[src/rtl/dlatch_stim_pkg.sv]
// Shared definitions for the gated-D-latch stimulus controller: FSM encoding,
// default timing constants and a counter-width helper.
package dlatch_stim_pkg;

    typedef enum logic [2:0] {
        ST_IDLE    = 3'd0,
        ST_SETUP   = 3'd1,
        ST_PULSE   = 3'd2,
        ST_HOLD    = 3'd3,
        ST_HOLDOFF = 3'd4
    } state_t;

    localparam int DEF_DEB_CYCLES     = 50000;
    localparam int DEF_PULSE_CYCLES   = 4;
    localparam int DEF_HOLDOFF_CYCLES = 16;
    localparam int LOAD_CNT_W         = 8;

    // Bits needed to hold values 0..max_val, never less than one.
    function automatic int cnt_width(input int max_val);
        return (max_val < 1) ? 1 : $clog2(max_val + 1);
    endfunction

endpackage

[src/rtl/dlatch_stim_ctrl_debounce_sync.sv]
// Two-flop synchronizer followed by a counting debouncer; the clean level only
// follows the synchronized input after it has disagreed for DEB_CYCLES+1 cycles.
module debounce_sync
    import dlatch_stim_pkg::*;
#(
    parameter int DEB_CYCLES = DEF_DEB_CYCLES
) (
    input  logic clk,
    input  logic rst_n,
    input  logic in_raw,
    output logic out_clean
);

    localparam int              CW      = cnt_width(DEB_CYCLES);
    localparam logic [CW-1:0]   DEB_MAX = CW'(DEB_CYCLES);

    logic          sync1;
    logic          sync2;
    logic [CW-1:0] cnt;

    always_ff @(posedge clk) begin
        if (!rst_n) begin
            sync1     <= 1'b0;
            sync2     <= 1'b0;
            cnt       <= '0;
            out_clean <= 1'b0;
        end else begin
            sync1 <= in_raw;
            sync2 <= sync1;
            // Any agreement restarts the count, so a bounce never accumulates.
            if (sync2 != out_clean) begin
                if (cnt == DEB_MAX) begin
                    out_clean <= sync2;
                    cnt       <= '0;
                end else begin
                    cnt <= cnt + CW'(1);
                end
            end else begin
                cnt <= '0;
            end
        end
    end

endmodule

[src/rtl/dlatch_stim_ctrl.sv]
// Turns a bouncy pushbutton and slide switch into one clean En pulse per press,
// with D held stable from one cycle before the pulse to one cycle after it.
module dlatch_stim_ctrl
    import dlatch_stim_pkg::*;
#(
    parameter int DEB_CYCLES     = DEF_DEB_CYCLES,
    parameter int PULSE_CYCLES   = DEF_PULSE_CYCLES,
    parameter int HOLDOFF_CYCLES = DEF_HOLDOFF_CYCLES
) (
    input  logic                  clk,
    input  logic                  rst_n,
    input  logic                  btn_raw,
    input  logic                  sw_raw,
    output logic                  en_out,
    output logic                  d_out,
    output logic                  btn_clean,
    output logic                  busy,
    output logic [LOAD_CNT_W-1:0] load_count
);

    localparam int PH_MAX = (PULSE_CYCLES > HOLDOFF_CYCLES) ? PULSE_CYCLES : HOLDOFF_CYCLES;
    localparam int PW     = cnt_width(PH_MAX);

    localparam logic [PW-1:0] PULSE_LAST   = PW'(PULSE_CYCLES - 1);
    localparam logic [PW-1:0] HOLDOFF_LAST = PW'((HOLDOFF_CYCLES == 0) ? 0 : HOLDOFF_CYCLES - 1);

    logic    sw_clean;
    logic    btn_clean_d;
    logic    press;
    state_t  state;
    state_t  state_nx;
    logic [PW-1:0] phase;
    logic [PW-1:0] phase_nx;
    logic    load_inc;
    logic    d_load;

    debounce_sync #(.DEB_CYCLES(DEB_CYCLES)) u_btn_deb (
        .clk       (clk),
        .rst_n     (rst_n),
        .in_raw    (btn_raw),
        .out_clean (btn_clean)
    );

    debounce_sync #(.DEB_CYCLES(DEB_CYCLES)) u_sw_deb (
        .clk       (clk),
        .rst_n     (rst_n),
        .in_raw    (sw_raw),
        .out_clean (sw_clean)
    );

    assign press = btn_clean & ~btn_clean_d;

    // Presses outside IDLE fall through the case and are simply lost.
    always_comb begin
        state_nx = state;
        phase_nx = phase;
        case (state)
            ST_IDLE: begin
                if (press) begin
                    state_nx = ST_SETUP;
                end
            end
            ST_SETUP: begin
                state_nx = ST_PULSE;
                phase_nx = '0;
            end
            ST_PULSE: begin
                if (phase == PULSE_LAST) begin
                    state_nx = ST_HOLD;
                end else begin
                    phase_nx = phase + PW'(1);
                end
            end
            ST_HOLD: begin
                phase_nx = '0;
                state_nx = (HOLDOFF_CYCLES == 0) ? ST_IDLE : ST_HOLDOFF;
            end
            ST_HOLDOFF: begin
                if (phase == HOLDOFF_LAST) begin
                    state_nx = ST_IDLE;
                end else begin
                    phase_nx = phase + PW'(1);
                end
            end
            default: begin
                state_nx = ST_IDLE;
                phase_nx = '0;
            end
        endcase
    end

    assign load_inc = (state_nx == ST_PULSE) && (state != ST_PULSE);
    assign d_load   = (state_nx == ST_SETUP) && (state != ST_SETUP);

    // Outputs are registered from the next state so they align with the state flops.
    always_ff @(posedge clk) begin
        if (!rst_n) begin
            state       <= ST_IDLE;
            phase       <= '0;
            btn_clean_d <= 1'b0;
            en_out      <= 1'b0;
            d_out       <= 1'b0;
            busy        <= 1'b0;
            load_count  <= '0;
        end else begin
            state       <= state_nx;
            phase       <= phase_nx;
            btn_clean_d <= btn_clean;
            en_out      <= (state_nx == ST_PULSE);
            busy        <= (state_nx != ST_IDLE);
            if (d_load) begin
                d_out <= sw_clean;
            end
            if (load_inc) begin
                load_count <= load_count + LOAD_CNT_W'(1);
            end
        end
    end

endmodule

[config.mk]
export PLATFORM = sky130hd
export DESIGN_NAME = dlatch_stim_ctrl
export DESIGN_NICKNAME = d
export VERILOG_FILES = /design/src/rtl/dlatch_stim_pkg.sv /design/src/rtl/dlatch_stim_ctrl_debounce_sync.sv /design/src/rtl/dlatch_stim_ctrl.sv
export SDC_FILE = /design/constraint.sdc
export NUM_CORES = 1
export LEC_CHECK = 0
export CORE_AREA = 10 10 102 104
export DETAILED_ROUTE_END_ITERATION = 10
export DIE_AREA = 0 0 112 114
export GPL_TIMING_DRIVEN = 1
export PLACE_DENSITY = 0.59
export SLEW_MARGIN = 20
export SYNTH_ARGS = -nofsm -noshare
export SYNTH_HDL_FRONTEND = slang
export SYNTH_SLANG_ARGS = --single-unit
export TNS_END_PERCENT = 1
[constraint.sdc]
create_clock -name clk -period 2.35 [get_ports clk]
set_input_delay 0.47 -clock clk [delete_from_list [all_inputs] [get_ports clk]]
set_output_delay 0.47 -clock clk [all_outputs]
set_load 0.01 [all_outputs]
# --- After elaboration in Yosys (flattened, before gate mapping) ---
# Index checks and enable logic that the tools add are counted.
word_totals:
  reg_bits: 58
  ramBits: 0
  latchBits: 0
  input_bits: 4
  n_memories: 0
  romBits: 0
  word_cells: 57
  output_inout_bits: 12
op_classes:
  bitwise_logic: 6
  n_addsub: 4
  mul: 0
  eq_ne: 16
  n_mux: 7
  div: 0
  n_shift: 0
  magnitude_cmp: 0
  reduce_logical: 9
op_table:
  columns: ["op", "n"]
  rows:
  - ["adder 16 x 1 -> 16 bit (second input constant)", 2]
  - ["equality test 16 bit (second input constant)", 2]
  - ["one-hot mux 3 bit (5 select lines)", 1]
  - ["one-hot mux 5 bit (3 select lines)", 1]
  - ["two-way mux 5 bit", 2]
  - ["equality test 3 x 2 -> 1 bit (second input constant)", 3]
  - ["two-way mux 3 bit", 3]
  - ["adder 8 x 1 -> 8 bit (second input constant)", 1]
  - ["equality test 3 x 1 -> 1 bit (second input constant)", 2]
  - ["OR reduction 3 bit", 2]
  - ["adder 5 x 1 -> 5 bit (second input constant)", 1]
  - ["equality test 5 x 2 -> 1 bit (second input constant)", 1]
  - ["equality test 5 x 4 -> 1 bit (second input constant)", 1]
  - ["inverter 1 bit", 5]
  - ["!= test 2 bit (second input constant)", 2]
  - ["AND reduction 2 bit", 2]
  - ["equality test 3 bit (second input constant)", 1]
  - ["zero test 3 bit", 1]
  - ["!= test 3 x 1 -> 1 bit (second input constant)", 1]
  - ["!= test 3 x 2 -> 1 bit (second input constant)", 1]
  - ["AND reduction 3 bit", 1]
  - ["nonzero test 3 bit", 1]
  - ["logical AND 1 bit", 2]
  - ["!= test 1 bit", 2]
  - ["bitwise AND 1 bit", 1]

# --- Logic depth before layout (Yosys ltp) ---
# Gate-level depths: netlist of run 1.
logic_depth:
  depth_word: 6
  ltp_mapped: 7
  mapped_depth_nobuf: 7

# --- Cells and area by module ---
# A second synthesis of run 1 with hierarchy kept.
hier_totals:
  cells_unflattened: 277
  hier_area_um2: 2590.0
modules_own_cells:
  columns: ["mod", "instances", "cells_per_inst", "area_per_inst_um2", "seq_area_each_um2"]
  rows:
  - ["debounce_sync", 2, 91, 849.6, 380.4]
  - ["dlatch_stim_ctrl", 1, 95, 890.9, 400.4]

# --- Worst setup path before layout of run 1 ---
# OpenSTA, ideal clock, no wires.
synth_timing:
  path_kind: "register to register"
  from: "register phase[0]"
  to: "register phase[3]"
  arrival_ns: 1.859
  t_required_ns: 2.283
  period_less_slack_ns: 1.926
  slack_ns: 0.424
  path_stages_with_launch: 8
  path_buffers: 0
  setup_ns: 0.067
  cell_sequence: "dfxtp_1 ha_1 and3_1 ha_1 nor2b_1 a211oi_4 or4_1 a21oi_2"
synth_via:
  elab_chain_len: 3
  word_cells_on_any_way: 9
  cone_classes: "add/sub (1); eq/ne (4); mux (3); reduce/logical (1)"
synth_rtl:
  columns: ["element", "line", "text"]
  rows:
  - ["start: declaration", "dlatch_stim_ctrl.sv:32", "logic [PW-1:0] phase;"]
  - ["start signal: assignment", "dlatch_stim_ctrl.sv:107", "phase <= phase_nx;"]
  - ["adder 5 x 1 -> 5 bit, or another cell as far along", "dlatch_stim_ctrl.sv:71, dlatch_stim_ctrl.sv:82", null]
  - ["two-way mux 5 bit, or another cell as far along", "dlatch_stim_ctrl.sv:79", "if (phase == HOLDOFF_LAST) begin"]
  - ["one-hot mux 5 bit (3 select lines) / AND reduction 3 bit (equally long branches)", null, null]
# Parallel ways exist; a longest one is shown, timed or not. The select of a mux whose other input is x is not followed.
# A chain may end at the register's enable or synchronous reset.

# --- Worst setup path in the final report of run 1 ---
# Ends and elaborated chain as after synthesis.

==> results of run 1 <==
power groups by stage:
stage / combinational [mW] / clock (mW) / sequential (mW)
after floorplan: 0.0155 / 0 / 1.01
after global placement: 0.0298 / 0 / 1.01
after detailed placement: 0.0299 / 0 / 1.01
after CTS: 0.0299 / 1.02 / 0.990
after global routing: 0.0333 / 1.08 / 0.989
final: 0.0291 / 0.989 / 0.990
registers in the layout (all words and copies together), names as in the netlist, 3 cells and up:
name	cells
state	3
phase	5
u_btn_deb.cnt	16
load_count	8
u_sw_deb.cnt	16
area by class of cell:
class                   instances  area share (%)
flip-flops and latches         58           37.69
inverters                      12           1.462
repair buffers                 20           6.093
multi-input cells             204           43.14
clock inverters                 3           1.422
well taps                     108           4.387
clock buffers                  13           5.808
metrics by stage:
stage | area, sq um | instances
floorplan | 2566 | 281
global placement | 2858 | 402
detailed placement | 2858 | 402
CTS | 3080 | 418
global route | 3080 | 418
finish | 3080 | 418
metal layers:
metal / vias up / part of all wire, % / global-route usage, %
li1: 1000 / - / -
met1: 895 / 48 / 8.774
met2: 34 / 46 / 12.28
met3: 8 / 4.3 / 2.992
met4: 0 / 2.0 / 4.315
met5: - / 0 / 0
kinds of logic (layout without fill, tap and decap cells):
group | after synthesis | count (layout) | share of synthesized area, %
buf+inv | 19 | 48 | 2.974
xor+xnor | 39 | 39 | 13.31
simple gates | 140 | 140 | 29.35
compound gates | 13 | 13 | 3.705
flops | 58 | 58 | 45.25
fa+ha+maj | 7 | 7 | 3.413
mux | 5 | 5 | 1.999
cells in the final DEF (no fill, tap or decap), drive strengths merged, types with 6 or more instances in the layout:
master,Yosys,layout
nand2,13,13
dfxtp,58,58
nand3,17,17
nor3,7,7
inv,12,13
nor2,42,42
ha,7,7
nor2b,6,6
clkbuf,3,13
nand4,11,11
and2,14,14
xor2,7,7
clkdlybuf4s50,0,15
xnor2,32,32
nor4,8,8
path summary, 6_finish.rpt:
| path | from | end | slack, ps | cells after the start |
|---|---|---|---|---|
| min reg2reg | u_btn_deb.sync1$_SDFF_PN0_ | u_btn_deb.sync2$_SDFF_PN0_ | 440 | 1 |
| max reg2reg | phase[0]$_SDFFE_PN0P_ | phase[3]$_SDFFE_PN0P_ | 250 | 7 |
| max | phase[0]$_SDFFE_PN0P_ | phase[3]$_SDFFE_PN0P_ | 250 | 7 |
| min | u_btn_deb.sync1$_SDFF_PN0_ | u_btn_deb.sync2$_SDFF_PN0_ | 440 | 1 |
worst max-delay path, cell delays in order (launching register included):
cell and delay [ps]:
dfxtp_1 350, ha_1 250, and3_1 190, ha_1 170, nor2b_1 330, a211oi_4 90, or4_1 540, a21oi_2 120
==> impl_metrics.tcl, run 1 <==
set metrics [dict create \
    status "finished clean" \
    dr.pass1.iters 4 \
    critPathRequiredTime_ps 2610 \
    fin_tns_setup_ps 0 \
    multi_input_area_sq_um 1329 \
    clkPwrFrac_pct 49.3 \
    numCtsBuffers 9 \
    rsz0062_at_grt "false" \
    seq_area_sq_um 1161 \
    post_cts_buffers 0 \
    cts_max_level 3 \
    fin_skew_ps 8.450 \
    post-route-util_pct 36.39 \
    finalCritPeriodShare_pct 89.32 \
    drc_errors 0 \
    routedWlPerCell_microns 11.22 \
    syn-num-nets 292 \
    critPathKind "flip-flop to flip-flop" \
    yosys.area.top_type_share_pct 45.25 \
    io_pins 16 \
    postSynth.asyncResetShare_pct 0 \
    antenna_found_initial 0 \
    layout_setup_ws_ps 251.0 \
    max_freq_mhz 476.4 \
    core_sq_um 8466 \
    hold_class "flip-flop to flip-flop" \
    powerDensity_nw_per_um2 652.0 \
    drive_above_1_share_pct 8.710 \
    portBuffers 15 \
    die_x_microns 112 \
    initialDrtViolationCount 84 \
    grt.overflow.total 0 \
    setup_viol 0 \
    hold_viol 0 \
    syn_to_final_growth_pct 20.04 \
    synth_common_cells "dfxtp_1 (58), nor2_1 (42), xnor2_1 (32)" \
    syn-instance-count 281 \
    dieHeight_microns 114 \
    ys_types 41 \
    synth_area_sq_um 2566 \
    cp-start-kind "flip-flop" \
    syn_area_per_cell_sq_um 9.132 \
    finalPower_mw 2.008 \
    grt_max_degree 17 \
    rows 34 \
    synth-seq-cells 58 \
    gp_congestion 0.7641 \
    ctsHoldBuffers 0 \
    nNetsFinal 316 \
    drv_cap 0 \
    diodes 0 \
    clock_latency_ps 330 \
    synth_top_cell_by_area "dfxtp_1" \
    leakagePower_nw 1.012 \
    drtAntennaViolNets 0 \
    grt_usage_pct 7.739 \
    grt_pass1_vias 1910 \
    synthTopCellsByArea "dfxtp_1 (45%), xnor2_1 (11%), nor2_1 (6.1%)" \
    drt-total-wl_microns 4691 \
    synth_edf_count 0 \
    pwr-share-comb_pct 1.5 \
    cts_tree "done" \
    vias 1937 \
    ir_worst_vdd_uv 248.6 \
    cts.repair.resized 0 \
    fin_crit_ps 2099 \
    internal-power_mw 1.609 \
    p_sw_uw 399.1 \
    synth_warnings 0 \
    yosysMostFrequentCell "dfxtp_1" \
    critPathMaxFanout 7 \
    crit_arrival_ps 2360 \
    n_fill_cell 858 \
    pwr-share-seq_pct 49.3 \
    worstMarginPinSlew_ps 541.9 \
    clockBufferDepth 2 \
    grt_pass1_wl_microns 8259 \
    start_util_pct 30.31 \
    clk_pin_slew_worst_paths_ps 60 \
    root_buffer "clkbuf_8" \
    synth-seq-area-share_pct 45.25 \
    cts_num_sinks 58 \
    hpwl_microns 3249 \
    switching_share_pct 19.87 \
    timing_max_transition_violations_final 0 \
    vias_per_cell 4.634 \
    whs_ps 439.7 \
    crit_path_end_kind "flip-flop" \
    slew_headroom_pct 63.71 \
    dpl_worst_slack_ps 269.8 \
    synth_ff_type "dfxtp_1" \
    dieArea_sq_um 12770 \
]
No activity file was read; power rests on OpenSTA's default activity.
==> inputs of run 2 (changes only) <==
- SLEW_MARGIN: 20 -> 40
==> results of run 2 <==
Final layout, timing and power as in run 1 (identical DEF).
==> inputs of run 3 (changes only) <==
- CTS_CLUSTER_DIAMETER: unset -> 120
==> results of run 3 <==
Final layout, timing and power as in run 1 (identical DEF).
